## config.mk

```make
export PLATFORM = sky130hd
export DESIGN_NAME = midi_note_tracker_flat
export DESIGN_NICKNAME = d
export VERILOG_FILES = /design/src/rtl/midi_note_tracker_pkg.sv /design/src/rtl/midi_note_tracker_if.sv /design/src/rtl/midi_note_tracker_note_stack.sv /design/src/rtl/midi_note_tracker.sv /design/src/flat_wrapper.sv
export SDC_FILE = /design/constraint.sdc
export NUM_CORES = 1
export LEC_CHECK = 0
export BUFFER_PORTS_ARGS = -buffer_cell sky130_fd_sc_hd__buf_2
export CORE_ASPECT_RATIO = 0.6
export CORE_UTILIZATION = 60
export CTS_CLUSTER_DIAMETER = 50
export CTS_CLUSTER_SIZE = 30
export DETAILED_ROUTE_END_ITERATION = 10
export GPL_ROUTABILITY_DRIVEN = 0
export PLACE_DENSITY = 0.77
export SYNTH_ARGS = -nofsm -noshare
export SYNTH_HDL_FRONTEND = slang
export SYNTH_HIERARCHICAL = 1
export SYNTH_SLANG_ARGS = --single-unit
```

## constraint.sdc

```tcl
create_clock -name clk_i -period 5.74 [get_ports clk_i]
set_input_delay 1.148 -clock clk_i [delete_from_list [all_inputs] [get_ports clk_i]]
set_output_delay 1.148 -clock clk_i [all_outputs]
set_load 0.1 [all_outputs]
```

## src/rtl/midi_note_tracker_pkg.sv

```systemverilog
// Shared MIDI status constants, parser states and stack op encodings for midi_note_tracker.
package synth_pkg;

  localparam logic [3:0] NOTE_OFF       = 4'h8;
  localparam logic [3:0] NOTE_ON        = 4'h9;
  localparam logic [7:0] SYSCOMMON_BASE = 8'hF0;
  localparam logic [7:0] REALTIME_BASE  = 8'hF8;

  typedef enum logic [1:0] {IDLE, WAIT_D1, WAIT_D2, SKIP} parse_state_t;

  typedef enum logic [1:0] {NONE, PUSH, REMOVE} stack_op_t;

  function automatic logic is_note_status(input logic [7:0] b);
    return (b[7:4] == NOTE_ON) || (b[7:4] == NOTE_OFF);
  endfunction

endpackage

```

## src/rtl/midi_note_tracker_if.sv

```systemverilog
// Byte input and note/gate output bundle between the UART receiver, midi_note_tracker and the NCO/envelope.
interface midi_note_tracker_if #(parameter int MIDI_BITS = 7);

  logic [7:0]           byte_i;
  logic                 byte_valid_i;
  logic [MIDI_BITS-1:0] midi_note_o;
  logic [MIDI_BITS-1:0] velocity_o;
  logic                 gate_o;
  logic                 note_change_o;
  logic                 overflow_o;

  modport master (
    output byte_i, byte_valid_i,
    input  midi_note_o, velocity_o, gate_o, note_change_o, overflow_o
  );

  modport slave (
    input  byte_i, byte_valid_i,
    output midi_note_o, velocity_o, gate_o, note_change_o, overflow_o
  );

endinterface

```

## src/rtl/midi_note_tracker_note_stack.sv

```systemverilog
// Last-note-priority stack of held {note, velocity} entries, index 0 is the oldest.
// Latency: op applied on the next edge; top/count/evict outputs show the post-op stack combinationally.
// Backpressure: none, one op per cycle always accepted.
module note_stack
  import synth_pkg::*;
#(
  parameter int DEPTH = 8,
  parameter int W     = 7,
  localparam int CW   = $clog2(DEPTH + 1)
) (
  input  logic          clk_i,
  input  logic          rst_i,
  input  stack_op_t     op_i,
  input  logic [W-1:0]  note_i,
  input  logic [W-1:0]  vel_i,
  output logic [W-1:0]  top_note_o,
  output logic [W-1:0]  top_vel_o,
  output logic [CW-1:0] count_o,
  output logic          evict_o
);

  logic [W-1:0]     note_q [DEPTH];
  logic [W-1:0]     vel_q  [DEPTH];
  logic [W-1:0]     note_d [DEPTH];
  logic [W-1:0]     vel_d  [DEPTH];
  logic [CW-1:0]    count_q, count_d, wr_ptr;
  logic [DEPTH-1:0] match, gap;
  logic             hit, full, shift_en;

  always_comb begin
    match = '0;
    for (int i = 0; i < DEPTH; i++) begin
      match[i] = (CW'(i) < count_q) && (note_q[i] == note_i);
    end
    hit      = |match;
    full     = (count_q == CW'(DEPTH));
    shift_en = (op_i != NONE);
    evict_o  = (op_i == PUSH) && !hit && full;

    // gap[i] set means entry i is refilled from i+1 (matched entry removed or bottom evicted)
    gap    = '0;
    gap[0] = shift_en && (match[0] || evict_o);
    for (int i = 1; i < DEPTH; i++) begin
      gap[i] = gap[i-1] || (shift_en && match[i]);
    end

    for (int i = 0; i < DEPTH; i++) begin
      note_d[i] = note_q[i];
      vel_d[i]  = vel_q[i];
    end
    for (int i = 0; i < DEPTH - 1; i++) begin
      if (gap[i]) begin
        note_d[i] = note_q[i+1];
        vel_d[i]  = vel_q[i+1];
      end
    end

    count_d = count_q;
    wr_ptr  = '0;
    case (op_i)
      PUSH: begin
        if (!hit && !full) begin
          count_d = count_q + CW'(1);
        end
        wr_ptr = count_d - CW'(1);
        for (int i = 0; i < DEPTH; i++) begin
          if (CW'(i) == wr_ptr) begin
            note_d[i] = note_i;
            vel_d[i]  = vel_i;
          end
        end
      end
      REMOVE: begin
        if (hit) begin
          count_d = count_q - CW'(1);
        end
      end
      default: ;
    endcase

    top_note_o = '0;
    top_vel_o  = '0;
    for (int i = 0; i < DEPTH; i++) begin
      if (CW'(i) + CW'(1) == count_d) begin
        top_note_o = note_d[i];
        top_vel_o  = vel_d[i];
      end
    end
    count_o = count_d;
  end

  always_ff @(posedge clk_i) begin
    if (rst_i) begin
      count_q <= '0;
      for (int i = 0; i < DEPTH; i++) begin
        note_q[i] <= '0;
        vel_q[i]  <= '0;
      end
    end else begin
      count_q <= count_d;
      for (int i = 0; i < DEPTH; i++) begin
        note_q[i] <= note_d[i];
        vel_q[i]  <= vel_d[i];
      end
    end
  end

endmodule

```

## src/rtl/midi_note_tracker.sv

```systemverilog
// MIDI Note On/Off parser with running status feeding a last-note-priority stack; MIDI_NOTE_TRACKER_OMNI_EN accepts every channel.
// Latency: second data byte captured on edge N, stack updated and outputs registered on edge N+1.
// Backpressure: none, one byte per clock always accepted.
module midi_note_tracker
  import synth_pkg::*;
#(
  parameter int MIDI_BITS   = 7,
  parameter int STACK_DEPTH = 8,
  parameter int CHANNEL     = 0
) (
  input logic               clk_i,
  input logic               rst_i,
  midi_note_tracker_if.slave bus
);

  localparam int CW = $clog2(STACK_DEPTH + 1);

  parse_state_t         state_q, state_d;
  logic                 note_on_q, note_on_d;
  logic [MIDI_BITS-1:0] data_note_q, data_note_d;
  logic [MIDI_BITS-1:0] op_vel_q, op_vel_d;
  stack_op_t            op_q, op_d;
  logic                 chan_ok;

  logic [MIDI_BITS-1:0] nxt_note, nxt_vel;
  logic [CW-1:0]        nxt_count;
  logic                 evict, gate_d;

  always_comb begin
`ifdef MIDI_NOTE_TRACKER_OMNI_EN
    chan_ok = 1'b1;
`else
    chan_ok = (bus.byte_i[3:0] == 4'(CHANNEL));
`endif
  end

  always_comb begin
    state_d     = state_q;
    note_on_d   = note_on_q;
    data_note_d = data_note_q;
    op_vel_d    = op_vel_q;
    op_d        = NONE;
    // realtime bytes fall through untouched so they can sit inside a message
    if (bus.byte_valid_i && (bus.byte_i < REALTIME_BASE)) begin
      if (bus.byte_i >= SYSCOMMON_BASE) begin
        state_d   = IDLE;
        note_on_d = 1'b0;
      end else if (bus.byte_i[7]) begin
        note_on_d = (bus.byte_i[7:4] == NOTE_ON);
        state_d   = (is_note_status(bus.byte_i) && chan_ok) ? WAIT_D1 : SKIP;
      end else begin
        case (state_q)
          WAIT_D1: begin
            data_note_d = MIDI_BITS'(bus.byte_i[6:0]);
            state_d     = WAIT_D2;
          end
          WAIT_D2: begin
            op_vel_d = MIDI_BITS'(bus.byte_i[6:0]);
            op_d     = (note_on_q && (bus.byte_i[6:0] != 7'd0)) ? PUSH : REMOVE;
            state_d  = WAIT_D1;
          end
          default: ;
        endcase
      end
    end
  end

  always_ff @(posedge clk_i) begin
    if (rst_i) begin
      state_q     <= IDLE;
      note_on_q   <= 1'b0;
      data_note_q <= '0;
      op_vel_q    <= '0;
      op_q        <= NONE;
    end else begin
      state_q     <= state_d;
      note_on_q   <= note_on_d;
      data_note_q <= data_note_d;
      op_vel_q    <= op_vel_d;
      op_q        <= op_d;
    end
  end

  note_stack #(
    .DEPTH (STACK_DEPTH),
    .W     (MIDI_BITS)
  ) u_stack (
    .clk_i      (clk_i),
    .rst_i      (rst_i),
    .op_i       (op_q),
    .note_i     (data_note_q),
    .vel_i      (op_vel_q),
    .top_note_o (nxt_note),
    .top_vel_o  (nxt_vel),
    .count_o    (nxt_count),
    .evict_o    (evict)
  );

  assign gate_d = (nxt_count != '0);

  // note/velocity freeze when the stack empties so the envelope release keeps its pitch
  always_ff @(posedge clk_i) begin
    if (rst_i) begin
      bus.midi_note_o   <= '0;
      bus.velocity_o    <= '0;
      bus.gate_o        <= 1'b0;
      bus.note_change_o <= 1'b0;
      bus.overflow_o    <= 1'b0;
    end else begin
      bus.gate_o        <= gate_d;
      bus.note_change_o <= (gate_d != bus.gate_o) || (gate_d && (nxt_note != bus.midi_note_o));
      bus.overflow_o    <= bus.overflow_o || evict;
      if (gate_d) begin
        bus.midi_note_o <= nxt_note;
        bus.velocity_o  <= nxt_vel;
      end
    end
  end

endmodule

```

## src/flat_wrapper.sv

```systemverilog
// flat-port wrapper written by rule: the top's interface ports become plain ports
module midi_note_tracker_flat import synth_pkg::*;
#(
  parameter int MIDI_BITS   = 7,
  parameter int STACK_DEPTH = 8,
  parameter int CHANNEL     = 0
)
  (clk_i, rst_i, bus_byte_i, bus_byte_valid_i, bus_midi_note_o, bus_velocity_o, bus_gate_o, bus_note_change_o, bus_overflow_o);
  midi_note_tracker_if #(.MIDI_BITS(MIDI_BITS)) bus_i ();
  input logic clk_i;
  input logic rst_i;
  input wire logic [$bits(bus_i.byte_i)-1:0] bus_byte_i;
  input wire logic [$bits(bus_i.byte_valid_i)-1:0] bus_byte_valid_i;
  output wire logic [$bits(bus_i.midi_note_o)-1:0] bus_midi_note_o;
  output wire logic [$bits(bus_i.velocity_o)-1:0] bus_velocity_o;
  output wire logic [$bits(bus_i.gate_o)-1:0] bus_gate_o;
  output wire logic [$bits(bus_i.note_change_o)-1:0] bus_note_change_o;
  output wire logic [$bits(bus_i.overflow_o)-1:0] bus_overflow_o;
  assign bus_i.byte_i = bus_byte_i;
  assign bus_i.byte_valid_i = bus_byte_valid_i;
  assign bus_midi_note_o = bus_i.midi_note_o;
  assign bus_velocity_o = bus_i.velocity_o;
  assign bus_gate_o = bus_i.gate_o;
  assign bus_note_change_o = bus_i.note_change_o;
  assign bus_overflow_o = bus_i.overflow_o;
  midi_note_tracker #(.MIDI_BITS(MIDI_BITS), .STACK_DEPTH(STACK_DEPTH), .CHANNEL(CHANNEL)) u_core (.clk_i(clk_i), .rst_i(rst_i), .bus(bus_i));
endmodule
```

==> results.sh <==
export IMPL_status="finished, final reports clean"
export IMPL_r2r_slack_ns=0.52
export IMPL_worstPathCellList="clkinv_1 -> ha_1 -> nor2_1 -> o21ai_2 -> nor4_2 -> nor4_2 -> and2_1 -> mux2_4 -> nor2_2 -> nor3b_4 -> a211oi_1 -> mux2_2 -> o311ai_1 -> xor2_1 -> nor4_1 -> a31oi_1"
export IMPL_n_antenna_cell=0
export IMPL_worst_slack_ns=0.5153
export IMPL_crit_reg2reg_capture="u_core/bus.note_change_o"
export IMPL_path_delay_family="simple AND/OR/NAND/NOR gates"
export IMPL_crit_path_start_kind="flop"
export IMPL_slowest_stage="nor3b_4"
export IMPL_ios=28
export IMPL_coreArea_sq_um=14850
export IMPL_fin_crit_ns=5.225
export IMPL_r2r_cells=16
export IMPL_crit_top_cell="nor4_2"
export IMPL_cts_tree="built"
export IMPL_fin_setup_tns_ns=0
export IMPL_maxSlewHeadroom_pct=18.65
export IMPL_grt_pass1_wl_mm=43.88
export IMPL_worst_path_stages=16
export IMPL_port_buffers=27
export IMPL_cts_repair_resized=0
export IMPL_crit_type="reg2reg"
export IMPL_final_area_sq_um=10100
export IMPL_rows=34
export IMPL_r2r_start="u_core/u_stack/count_q[0]"
export IMPL_dpl_cell_area_sq_um=9483
export IMPL_final_cells=1268
export IMPL_path_clk_slew_ns=0.07
export IMPL_final_core_util_pct=68.01
export IMPL_synth_main_ff_cell="dfxtp_1"
export IMPL_synth_cell_types=85
export IMPL_synth_warnings=6
export IMPL_tightest_slew_ns=1.203
export IMPL_drt_total_wl_mm=28.72
export IMPL_drc=0
export IMPL_async_reset_ff_share_pct=0
export IMPL_hold_violations=0
export IMPL_p_leak_nw=3.986
export IMPL_ant_nets=0
export IMPL_hold_path_class="reg2reg"
export IMPL_required_ns=6.03
export IMPL_dpl_worst_slack_ns=0.7828
export IMPL_grt_overflow=0
export IMPL_antenna_found_initial=0
export IMPL_power_density_nw_per_um2=227.8
export IMPL_wl_per_cell_um=22.65
export IMPL_synth_top_area_share_pct=32.55
export IMPL_clock_sinks=152
export IMPL_initial_core_util_pct=62.96
export IMPL_finalMaxSlewViolations=0
export IMPL_cts_setup_buffers=0
export IMPL_fp_dieW_um=163.1
export IMPL_synth_cells=1070
export IMPL_vias=8285
export IMPL_rsz0062_at_grt="false"
export IMPL_cp_startpoint="u_core/u_stack/count_q[0]"
export IMPL_ir_drop_uv=208.2
export IMPL_path_buf_inv=1
export IMPL_power_mw=2.301
export IMPL_syn_area_per_cell_sq_um=8.736
export IMPL_synth_edf_count=0
export IMPL_syn_cell_area_sq_um=9348
export IMPL_critPathCaptureType="flop"
export IMPL_clk_latency_ns=0.42
export IMPL_layout_nets=1074
export IMPL_crit_path_max_incr_delay_ns=0.70
export IMPL_cap_viol_max_count=0
export IMPL_cts_inserted_buffers=17
export IMPL_path_max_fanout=15
export IMPL_setup_viol=0
export IMPL_drtPass1Iterations=6
export IMPL_critical_path_arrival_ns=5.52
export IMPL_synthTopCellsByArea="dfxtp_1, mux2i_1, mux2_2, nor2_1, xnor2_1"
export IMPL_setup_worst_path_end="u_core/bus.note_change_o"
export IMPL_dp_final_hpwl_mm=20.44
export IMPL_finClkSkew_ns=0.01489
export IMPL_yosysSeqAreaShare_pct=32.55
export IMPL_die_area_sq_um=16100
export IMPL_ctsHoldBuffers=0
export IMPL_period_share_pct=91.02
export IMPL_grt_max_degree=83
export IMPL_fmax_ghz=0.1914
export IMPL_clock_path_buffers=2
export IMPL_area_growth_pct=8.018
export IMPL_drt_initial_drc_count=1196
export IMPL_drive_above_1_share_pct=17.85
export IMPL_syn_nets=1087
export IMPL_dp_cells=1236
export IMPL_hold_ws_ns=0.4570
export IMPL_avgViaCountPerCell=6.534
export IMPL_fp_dieH_um=98.69
export IMPL_cts_root_buffer="clkbuf_16"
export IMPL_ys_ff_latch=152
export IMPL_synth_top_area_cell="dfxtp_1"
export IMPL_h_tree_depth=4
export IMPL_grt_usage_pct=36.07
export IMPL_first_global_vias=7411
-- registers in the layout, indices dropped and copies added, names as in the netlist, 2 cells and up --
signal	flops
u_core/u_stack/vel_q	56
u_core/op_q	2
u_core/u_stack/note_q	56
u_core/state_q	2
u_core/bus.velocity_o	7
u_core/data_note_q	7
u_core/u_stack/count_q	4
u_core/op_vel_q	7
u_core/bus.midi_note_o	7
-- synthesized netlist by cell type, types with 3 or more instances --
cell      number
a21o_1         5
o221ai_1       5
and2_1         5
a21oi_1       41
nor3_1        25
buf_4         11
nor2_1       136
buf_6         12
o311ai_1       9
and3_1         7
buf_2         18
nand2b_1       4
clkbuf_1      38
a31oi_1        5
nor4_2         7
a221oi_1       4
xor2_1        14
a211oi_1      19
or3_1          4
xnor2_1       51
o21ai_1       10
buf_1          5
ha_1           6
a222oi_1       9
nor4_1         4
nand4_1       14
a221o_1        4
nand2_1       94
o211ai_1      13
dfxtp_1      152
mux2i_1      106
o21ai_0       35
o21ai_2        3
nand3_1       10
inv_1          8
mux2_2        59
nor2b_1       61
-- per-layer routing --
layer	routed length, um	track usage (%)	vias to the layer above
li1	-	-	3758
met1	13090	56.66	3878
met2	10800	45.31	604
met3	4352	11.66	45
met4	480	9.490	0
met5	0	0	-
-- cell families (layout without fill, tap and decap cells) --
| group | Yosys count | count (layout) | share of synthesized area, % |
|---|---|---|---|
| fa+ha+maj | 6 | 6 | 0.8031 |
| mux | 170 | 170 | 19.17 |
| simple gates | 396 | 396 | 21.56 |
| flops | 152 | 152 | 32.55 |
| compound gates | 182 | 182 | 13.93 |
| xor+xnor | 66 | 66 | 6.264 |
| buf+inv | 98 | 98 | 5.716 |
-- power by group --
part           switching [mW]  internal [mW]  total (mW)
logic                  0.0369         0.0172      0.0541
registers              0.0104           1.06        1.07
clock network           0.481          0.697        1.18
-- layout make-up --
type                       instances  area, sq um
clock buffer                      18        429.2
sequential                       152         3043
clock inverter                    14        185.2
tap                              198        247.7
multi-input combinational        820         5803
inverter                          11        41.29
timing repair buffer              55        347.8
fill                            1162         4750
-- placed cells by master (no fill, tap or decap), drive strengths merged, types with 4 or more instances in the layout --
master,n
a221oi,4
mux2i,107
o311ai,9
or4,4
and2,5
inv,17
o221ai,6
or3,4
a222oi,9
nor2,138
nand3,12
nand2,95
a21oi,41
o211ai,13
mux2,63
nor3,27
buf,55
ha,6
a211oi,19
o21ai,48
nand2b,4
a31oi,6
nor2b,61
nand4,14
and3,7
xor2,14
a21o,5
clkbuf,18
nor4,13
dfxtp,152
a221o,4
xnor2,52
-- worst min path at each step --
stage | start | endpoint | depth (start not counted)
global route | u_core/bus.velocity_o[6] | u_core/bus.velocity_o[6] | 2
detailed placement | u_core/bus.velocity_o[3] | u_core/bus.velocity_o[3] | 2
finish | u_core/bus.velocity_o[2] | u_core/bus.velocity_o[2] | 2
floorplan | u_core/note_on_q | u_core/op_q[0] | 2
global placement | u_core/bus.velocity_o[1] | u_core/bus.velocity_o[1] | 2
CTS | u_core/bus.velocity_o[6] | u_core/bus.velocity_o[6] | 2
-- worst min-delay path: stages, from the launching register on --
cell,delay (ns)
dfxtp_1,0.31
nand2_1,0.05
a21oi_1,0.05
Power figures use the tool's default switching activity.
